--- src/rtl/icache_filler_pkg.sv ---
// Shared types and constants for the instruction-cache fill front end.
package icache_filler_pkg;

  // Fetch FSM: idle/hit service, byte reads in flight, final byte capture.
  typedef enum logic [1:0] {
    ST_IDLE = 2'd0,
    ST_READ = 2'd1,
    ST_LAST = 2'd2
  } fill_state_e;

  localparam int BYTES_PER_INST = 4;
  localparam int CNT_W          = 2;
  localparam int INST_W         = 8 * BYTES_PER_INST;

  // Little-endian byte insert: byte idx lands in bits [8*idx+7 : 8*idx].
  function automatic logic [INST_W-1:0] put_byte(
    input logic [INST_W-1:0] word,
    input logic [CNT_W-1:0]  idx,
    input logic [7:0]        data
  );
    logic [INST_W-1:0] res;
    res = word;
    res[{idx, 3'b000} +: 8] = data;
    return res;
  endfunction

endpackage

--- src/rtl/icache_filler.sv ---
// Instruction-cache front end: serves hits directly, fills misses byte by byte
// from the memory arbiter, writes the assembled word back and returns it to IF.
module icache_filler
  import icache_filler_pkg::*;
#(
  parameter int ADDR_WIDTH = 32,
  parameter int INST_WIDTH = 32
) (
  input  logic                  clk,
  input  logic                  rst,
  input  logic                  rdy,
  input  logic                  flush,
  input  logic                  fetch_req,
  input  logic [ADDR_WIDTH-1:0] fetch_pc,
  output logic                  busy,
  output logic                  inst_valid,
  output logic [INST_WIDTH-1:0] inst,
  output logic [ADDR_WIDTH-1:0] inst_pc,
  output logic [ADDR_WIDTH-1:0] ic_addr,
  input  logic                  ic_hit,
  input  logic [INST_WIDTH-1:0] ic_inst,
  output logic                  fill_en,
  output logic [ADDR_WIDTH-1:0] fill_addr,
  output logic [INST_WIDTH-1:0] fill_data,
  output logic                  mem_rd,
  output logic [ADDR_WIDTH-1:0] mem_a,
  input  logic                  mem_gnt,
  input  logic [7:0]            mem_din
);

  fill_state_e             state_r,      state_s;
  logic [CNT_W-1:0]        cnt_r,        cnt_s;
  logic                    pend_r,       pend_s;
  logic [CNT_W-1:0]        pidx_r,       pidx_s;
  logic [INST_WIDTH-1:0]   word_r,       word_s;
  logic [ADDR_WIDTH-1:0]   base_r,       base_s;
  logic                    inst_valid_r, inst_valid_s;
  logic [INST_WIDTH-1:0]   inst_r,       inst_s;
  logic [ADDR_WIDTH-1:0]   inst_pc_r,    inst_pc_s;
  logic                    fill_en_r,    fill_en_s;
  logic [ADDR_WIDTH-1:0]   fill_addr_r,  fill_addr_s;
  logic [INST_WIDTH-1:0]   fill_data_r,  fill_data_s;
  logic                    mem_rd_r,     mem_rd_s;
  logic [ADDR_WIDTH-1:0]   mem_a_r,      mem_a_s;

  logic [ADDR_WIDTH-1:0]   aligned_pc_s;
  logic [INST_WIDTH-1:0]   word_cap_s;
  logic [CNT_W-1:0]        cnt_inc_s;
  logic                    issue_s;

  assign ic_addr      = fetch_pc;
  assign aligned_pc_s = {fetch_pc[ADDR_WIDTH-1:2], 2'b00};
  assign cnt_inc_s    = cnt_r + 2'd1;
  // A byte read is issued only when the request is visible (rdy gates mem_rd).
  assign issue_s      = mem_rd && mem_gnt;

  assign busy       = (state_r != ST_IDLE);
  assign inst_valid = inst_valid_r;
  assign inst       = inst_r;
  assign inst_pc    = inst_pc_r;
  assign fill_en    = fill_en_r;
  assign fill_addr  = fill_addr_r;
  assign fill_data  = fill_data_r;
  assign mem_rd     = mem_rd_r && rdy;
  assign mem_a      = mem_a_r;

  // Merge the byte returning this cycle (if any) into the word being built.
  always_comb begin
    word_cap_s = word_r;
    if (pend_r) begin
      word_cap_s = put_byte(word_r, pidx_r, mem_din);
    end else begin
      word_cap_s = word_r;
    end
  end

  // Next-state and next-output logic; flush overrides all FSM activity.
  always_comb begin
    state_s      = state_r;
    cnt_s        = cnt_r;
    pend_s       = 1'b0;
    pidx_s       = pidx_r;
    word_s       = word_cap_s;
    base_s       = base_r;
    inst_valid_s = 1'b0;
    inst_s       = inst_r;
    inst_pc_s    = inst_pc_r;
    fill_en_s    = 1'b0;
    fill_addr_s  = fill_addr_r;
    fill_data_s  = fill_data_r;
    mem_rd_s     = mem_rd_r;
    mem_a_s      = mem_a_r;

    if (flush) begin
      // Abort: drop any in-flight byte and any same-cycle request.
      state_s  = ST_IDLE;
      cnt_s    = {CNT_W{1'b0}};
      word_s   = word_r;
      mem_rd_s = 1'b0;
    end else begin
      case (state_r)
        ST_IDLE: begin
          mem_rd_s = 1'b0;
          if (fetch_req && ic_hit) begin
            inst_valid_s = 1'b1;
            inst_s       = ic_inst;
            inst_pc_s    = aligned_pc_s;
          end else if (fetch_req) begin
            base_s   = aligned_pc_s;
            cnt_s    = {CNT_W{1'b0}};
            state_s  = ST_READ;
            mem_rd_s = 1'b1;
            mem_a_s  = aligned_pc_s;
          end else begin
            state_s = ST_IDLE;
          end
        end

        ST_READ: begin
          if (issue_s) begin
            pend_s = 1'b1;
            pidx_s = cnt_r;
            cnt_s  = cnt_inc_s;
            if (cnt_r == 2'd3) begin
              // Last byte is out; its data is caught in LAST.
              state_s  = ST_LAST;
              mem_rd_s = 1'b0;
            end else begin
              mem_rd_s = 1'b1;
              mem_a_s  = base_r + {{(ADDR_WIDTH-CNT_W){1'b0}}, cnt_inc_s};
            end
          end else begin
            mem_rd_s = 1'b1;
          end
        end

        ST_LAST: begin
          // word_cap_s already holds byte 3, so the full word is ready now.
          state_s      = ST_IDLE;
          cnt_s        = {CNT_W{1'b0}};
          mem_rd_s     = 1'b0;
          inst_valid_s = 1'b1;
          fill_en_s    = 1'b1;
          inst_s       = word_cap_s;
          fill_data_s  = word_cap_s;
          inst_pc_s    = base_r;
          fill_addr_s  = base_r;
        end

        default: begin
          state_s  = ST_IDLE;
          cnt_s    = {CNT_W{1'b0}};
          mem_rd_s = 1'b0;
        end
      endcase
    end
  end

  // State and output registers; rdy=0 freezes everything.
  always_ff @(posedge clk or negedge rst) begin
    if (!rst) begin
      state_r      <= ST_IDLE;
      cnt_r        <= {CNT_W{1'b0}};
      pend_r       <= 1'b0;
      pidx_r       <= {CNT_W{1'b0}};
      word_r       <= {INST_WIDTH{1'b0}};
      base_r       <= {ADDR_WIDTH{1'b0}};
      inst_valid_r <= 1'b0;
      inst_r       <= {INST_WIDTH{1'b0}};
      inst_pc_r    <= {ADDR_WIDTH{1'b0}};
      fill_en_r    <= 1'b0;
      fill_addr_r  <= {ADDR_WIDTH{1'b0}};
      fill_data_r  <= {INST_WIDTH{1'b0}};
      mem_rd_r     <= 1'b0;
      mem_a_r      <= {ADDR_WIDTH{1'b0}};
    end else if (rdy) begin
      state_r      <= state_s;
      cnt_r        <= cnt_s;
      pend_r       <= pend_s;
      pidx_r       <= pidx_s;
      word_r       <= word_s;
      base_r       <= base_s;
      inst_valid_r <= inst_valid_s;
      inst_r       <= inst_s;
      inst_pc_r    <= inst_pc_s;
      fill_en_r    <= fill_en_s;
      fill_addr_r  <= fill_addr_s;
      fill_data_r  <= fill_data_s;
      mem_rd_r     <= mem_rd_s;
      mem_a_r      <= mem_a_s;
    end
  end

endmodule

--- config.mk ---
export PLATFORM = sky130hd
export DESIGN_NAME = icache_filler
export DESIGN_NICKNAME = d
export VERILOG_FILES = /design/src/rtl/icache_filler_pkg.sv /design/src/rtl/icache_filler.sv
export SDC_FILE = /design/constraint.sdc
export NUM_CORES = 1
export LEC_CHECK = 0
export CORE_MARGIN = 5
export CORE_UTILIZATION = 45
export DETAILED_ROUTE_END_ITERATION = 8
export PLACE_DENSITY_LB_ADDON = 0.05
export SYNTH_ARGS = -nofsm -noshare
export SYNTH_HDL_FRONTEND = slang
export SYNTH_SLANG_ARGS = --single-unit
--- constraint.sdc ---
create_clock -name clk -period 2.1 [get_ports clk]
set_input_delay 0.42 -clock clk [delete_from_list [all_inputs] [get_ports clk]]
set_output_delay 0.42 -clock clk [all_outputs]
set_load 0.005 [all_outputs]
# == Yosys cells after proc, flatten, opt, wreduce, memory -nomap -nowiden ==
# Index checks and enable logic that the tools add are counted.
# word_totals
regBits,230
input_bits,79
# classes
n_addsub,3
eq_ne,12
n_shift,2
mux,36
bitwise_logic,2
n_reduce_logical,15
# op_table
op,count
$mux W32,7
$pmux W32 S2,3
$add A32 B2 Y32,1
$bwmux W32,1
$shift A8 B7 Y32 const A,1
$shiftx A8 B7 Y32,1
$mux W2,8
$reduce_and A4 Y1,4
$mux W1,13
$ne A3 B3 Y1 const B,4
$ne A2 B2 Y1 const B,5
$pmux W2 S2,2
$neg A5 Y7,1
$reduce_and A7 Y1,1
$reduce_bool A2 Y1,3
$reduce_and A5 Y1,1
$eq A2 B2 Y1 const B,2
$pmux W1 S2,2
$logic_and A1 B1 Y1,3
$reduce_and A3 Y1,1
$add A2 B1 Y2 const B,1
$eq A2 B1 Y1 const B,1
$logic_not A2 Y1,1
$not A1 Y1,2
$reduce_and A2 Y1,1

# == Depth between registers and ports, before layout ==
# depth
word_depth,5
mapped_depth,6

# == Worst setup path before layout ==
# Ideal clock, no wire load.
# synth_timing
path_kind,register to register
startpoint,register pidx_r[0]
endpoint,"register inst_r[24], in the netlist inst[24]"
setup_ns,0.087
arrival_ns,1.814
slack_ns,0.199
stages_incl_launch_ff,7
synth_period_minus_slack_ns,1.901
path_cell_list,dfrtp_1 -> inv_1 -> ha_1 -> clkbuf_1 -> nor3b_1 -> a31oi_1 -> o211ai_1
# synth_between
elab_chain_cells,5
# synth_lines
item,line_no,text
start: declaration,icache_filler.sv:34,"logic [CNT_W-1:0] pidx_r, pidx_s;"
start signal: assignment,icache_filler.sv:165,pidx_r <= {CNT_W{1'b0}};
start signal: assignment,icache_filler.sv:180,pidx_r <= pidx_s;
$neg A5 Y7 (*),icache_filler_pkg.sv:23,"res[{idx, 3'b000} +: 8] = data;"
$shiftx A8 B7 Y32 / $shift A8 B7 Y32 (equally long branches),icache_filler_pkg.sv:23,
$bwmux W32 (*),icache_filler_pkg.sv:23,
$mux W32 (*),icache_filler.sv:70,if (pend_r) begin
$pmux W32 S2 (*),icache_filler.sv:101,case (state_r)
end signal: assignment,icache_filler.sv:169,inst_r <= {INST_WIDTH{1'b0}};
end signal: assignment,icache_filler.sv:184,inst_r <= inst_s;
end: declaration,icache_filler.sv:38,"logic [INST_WIDTH-1:0] inst_r, inst_s;"
# Every way passes the cells marked *; elsewhere a longest branch is shown, timed or not.
# A chain may end at the register's enable or synchronous reset.

# == Worst setup path in the final report ==
# layout_timing
startpoint,register state_r[0]
endpoint,output port busy
# layout_between
elab_chain_cells,1
# layout_lines
item,line_no,text
start: declaration,icache_filler.sv:31,"fill_state_e state_r, state_s;"
start signal: assignment,icache_filler.sv:177,state_r <= state_s;
$reduce_bool A2 Y1,icache_filler.sv:57,assign busy = (state_r != ST_IDLE);
end: declaration,icache_filler.sv:15,"output logic busy,"
# Every way passes these cells.

==> flow_summary_export.csv <==
group,metric,value,unit
run_status,outcome,"finished clean",
die,die_w,162,um
routing,route.detailed.drc,0,
worst_hold_path,hold_path.class,"in -> async",
sta,fin_ws,0.105,ns
setup_path,cp.arrival,1.57,ns
pwr,p_sw_share,25.0,%
job,max-cap-violations,0,
pwr,peakVddDrop,0.000773,V
die,fp.dieArea,26100,um^2
routing,wl,28800,um
layout,stdcell_count,1449,
place,gp_congestion,0.801,
pwr,p_int,9.39,mW
synthesis,netlist_area,10300,um^2
die,core-area,22600,um^2
place,placement.io_buffers,266,
synthesis,synth_seq_cells,228,
sta,slew_headroom,62.7,%
cts,insertion_delay,0.51,ns
place,hpwl,19900,um
grt,grt_max_degree,66,
die,fp-row-count,55,
grt,grt-ovfl-total,0,
layout,final_cell_mix,"clkdlybuf4s50_1, dfrtp_1, o21ai_0",
setup_path,endpoint_kind,"output pin",
place,place_ws,-0.235,ns
grt,antenna_found_initial,0,
setup_path,crit_fanout,8,
sta,fin_crit_sh,95.0,%
pwr,leakage,6.25,nW
synthesis,synth_fa_ha_area_share,0.726,%
routing,viasPerCell,5.47,
synthesis,syn_avg_cell_area,11.5,um^2
setup_path,cp-start-kind,"flip-flop",
setup_path,worst_ep_required_time,1.68,ns
pwr,pwr_density_cell,873,nW/um^2
layout,n_antenna_cell,0,
synthesis,synth_top_family_by_area,"multiplexers",
routing,ant_nets,0,
place,dpl-instance-area,13500,um^2
synthesis,synthMuxAreaShare,16.5,%
routing,drt_iter0_drc,364,
grt,grt_pass1_vias,8086,
cts,cts_tree,"done",
cts,post-cts-setup-buffers,0,
routing,routedWlPerCell,19.9,um
sta,maxSlewViolCount,0,
layout,final_area,14300,um^2
pwr,clockPowerShare,35.8,%
setup_path,r2r_slack,0.14,ns
cts,cts_sinks,228,
cts,clockRootBuffer,"clkbuf_16",
grt,grt_util_all_layers,21.3,%
sta,rsz0062_at_grt,"no",
die,initial_core_util,45.7,%
synthesis,synth_compound_area_share,14.9,%
layout,layout-drive-gt1-share,20.4,%
setup_path,slowest_stage,"dfrtp_2",
pwr,comb_power_share,20.8,%
die,num_io_pins,275,
die,die_height,162,um
cts,clk_pin_slew_worst_paths,0.06,ns
synthesis,synth_ff_type,"dfrtp_1",
sta,final_hold_viol_count,0,
synthesis,ys_types,44,
routing,dr_total_vias,7933,
routing,dr.pass1.iters,5,
grt,grt_pass1_wl,45400,um
sta,tightest_slew,0.559,ns
synthesis,synth-xor-area-share,0,%
sta,finalSetupViolCount,0,
setup_path,path_cells,"buf_6 -> or2_2 -> buf_2",
setup_path,r2r-start,"cnt_r[0]",
synthesis,synth-warning-count,0,
synthesis,synthCells,899,
pwr,seqPwrFrac,43.4,%
sta,post-route-min-period,1.99,ns
cts,htree_levels,1,
cts,numCtsBuffers,25,
layout,synthToLayoutAreaGrowth,38.7,%
setup_path,reg2reg_depth,5,
synthesis,synth-edff-count,0,
layout,finish.net_count,1231,
synthesis,async_flop_share,100,%
setup_path,critPathKind,"reg -> out",
setup_path,max_stage_delay,0.45,ns
place,placedCellCount,1403,
cts,clockBufferDepth,3,
layout,final_common_cell,"clkdlybuf4s50_1",
sta,fmax,501,MHz
sta,clock_skew,0.00733,ns
setup_path,timing.rr.end,"mem_a[24]",
pwr,p_switching,3.13,mW
synthesis,ys_seq_area_share,55.2,%
synthesis,yosys.area_share.simple,6.64,%
metal layers:
metal	vias up	track usage, %	share of wire (%)	wire (um)
met5	-	0	0	0
met4	0	5.16	2.1	615
met3	36	6.33	7.5	2160
met2	249	34.5	47	13600
met1	3925	28.5	43	12500
li1	3723	-	-	-
stage by stage:
stage / utilization [%] / TNS, ns / hold WS [ns] / total power, mW
5_1_grt: 63.3 / 0 / 0.488 / 13.1
4_1_cts: 63.3 / 0 / 0.463 / 12.7
2_1_floorplan: - / 0 / 0.124 / 6.42
6_report: 63.3 / 0 / 0.447 / 12.5
3_3_place_gp: 59.5 / -10.05 / 0.412 / 8.09
3_5_place_dp: 59.5 / -12.05 / 0.408 / 8.14
worst max-delay path by stage:
stage,endpoint,startpoint,slack [ns],cells past startpoint
2_1_floorplan,inst[24],pidx_r[0],0.20,6
3_3_place_gp,mem_a[13],fetch_req,-0.20,5
3_5_place_dp,mem_a[13],fetch_req,-0.23,5
4_1_cts,word_r[29],pidx_r[0],0.01,6
5_1_grt,fill_data[21],pidx_r[0],0.04,6
6_report,busy,state_r[0],0.11,3
cells in the mapped netlist (all sizes together), types with 2 or more instances:
cell	n	area share, %
o211ai	24	1.7
clkbuf	51	1.9
nand2	78	2.8
mux2	122	13
inv	9	0.33
nand4	24	1.5
mux2i	33	3.2
ha	6	0.73
nor2b	5	0.30
and2	3	0.18
nand2b	2	0.12
a21oi	2	0.097
a21boi	26	1.9
buf	57	3.8
and4b	7	0.68
a311oi	2	0.17
a22oi	7	0.51
dfrtp	228	55
o221ai	9	0.76
a31oi	24	1.5
or3b	2	0.19
nor3b	4	0.39
o21ai	160	7.7
final cells by class:
cell class	instances	area, um^2
repair buffers	325	3310
fillers	1866	8300
flip-flops and latches	228	5710
well taps	285	357
clock inverters	8	90.1
multi-input cells	557	4080
clock buffers	37	761
inverters	9	33.8
sequential cells by signal (all words and copies together), names as in the netlist:
name        count
mem_rd_r        1
inst           32
inst_pc        30
pidx_r          2
fill_data      32
mem_a          32
pend_r          1
cnt_r           2
word_r         32
fill_en         1
base_r         30
fill_addr      30
state_r         2
inst_valid      1
cells by family after synthesis:
logic type	after synthesis
buffers and inverters	117
AO/OA/AOI/OAI	260
flip-flops	228
adder cells (fa/ha/maj)	6
multiplexers	155
other	1
AND/OR/NAND/NOR	132
power by group through the flow:
stage | combinational [mW] | clock (mW) | sequential, mW
floorplan | 0.949 | 0 | 5.47
global placement | 2.59 | 0 | 5.50
detailed placement | 2.63 | 0 | 5.51
CTS | 2.64 | 4.59 | 5.44
global route | 2.83 | 4.75 | 5.52
finish | 2.60 | 4.48 | 5.43
critical path, delay by kind of cell (launching register included):
family	cells	cell delay, ns
buffers and inverters	2	0.30
DFF	1	0.45
and+or+nand+nor	1	0.32
timing repair:
action | 4_1_cts | 5_1_grt
resized for setup | 7 | 1
endpoints found under the hold margin | 57 | 0
setup endpoints to repair | 2 | 24
hold buffers | 1 | 0
Note: power is estimated with default switching activity, not from simulation.
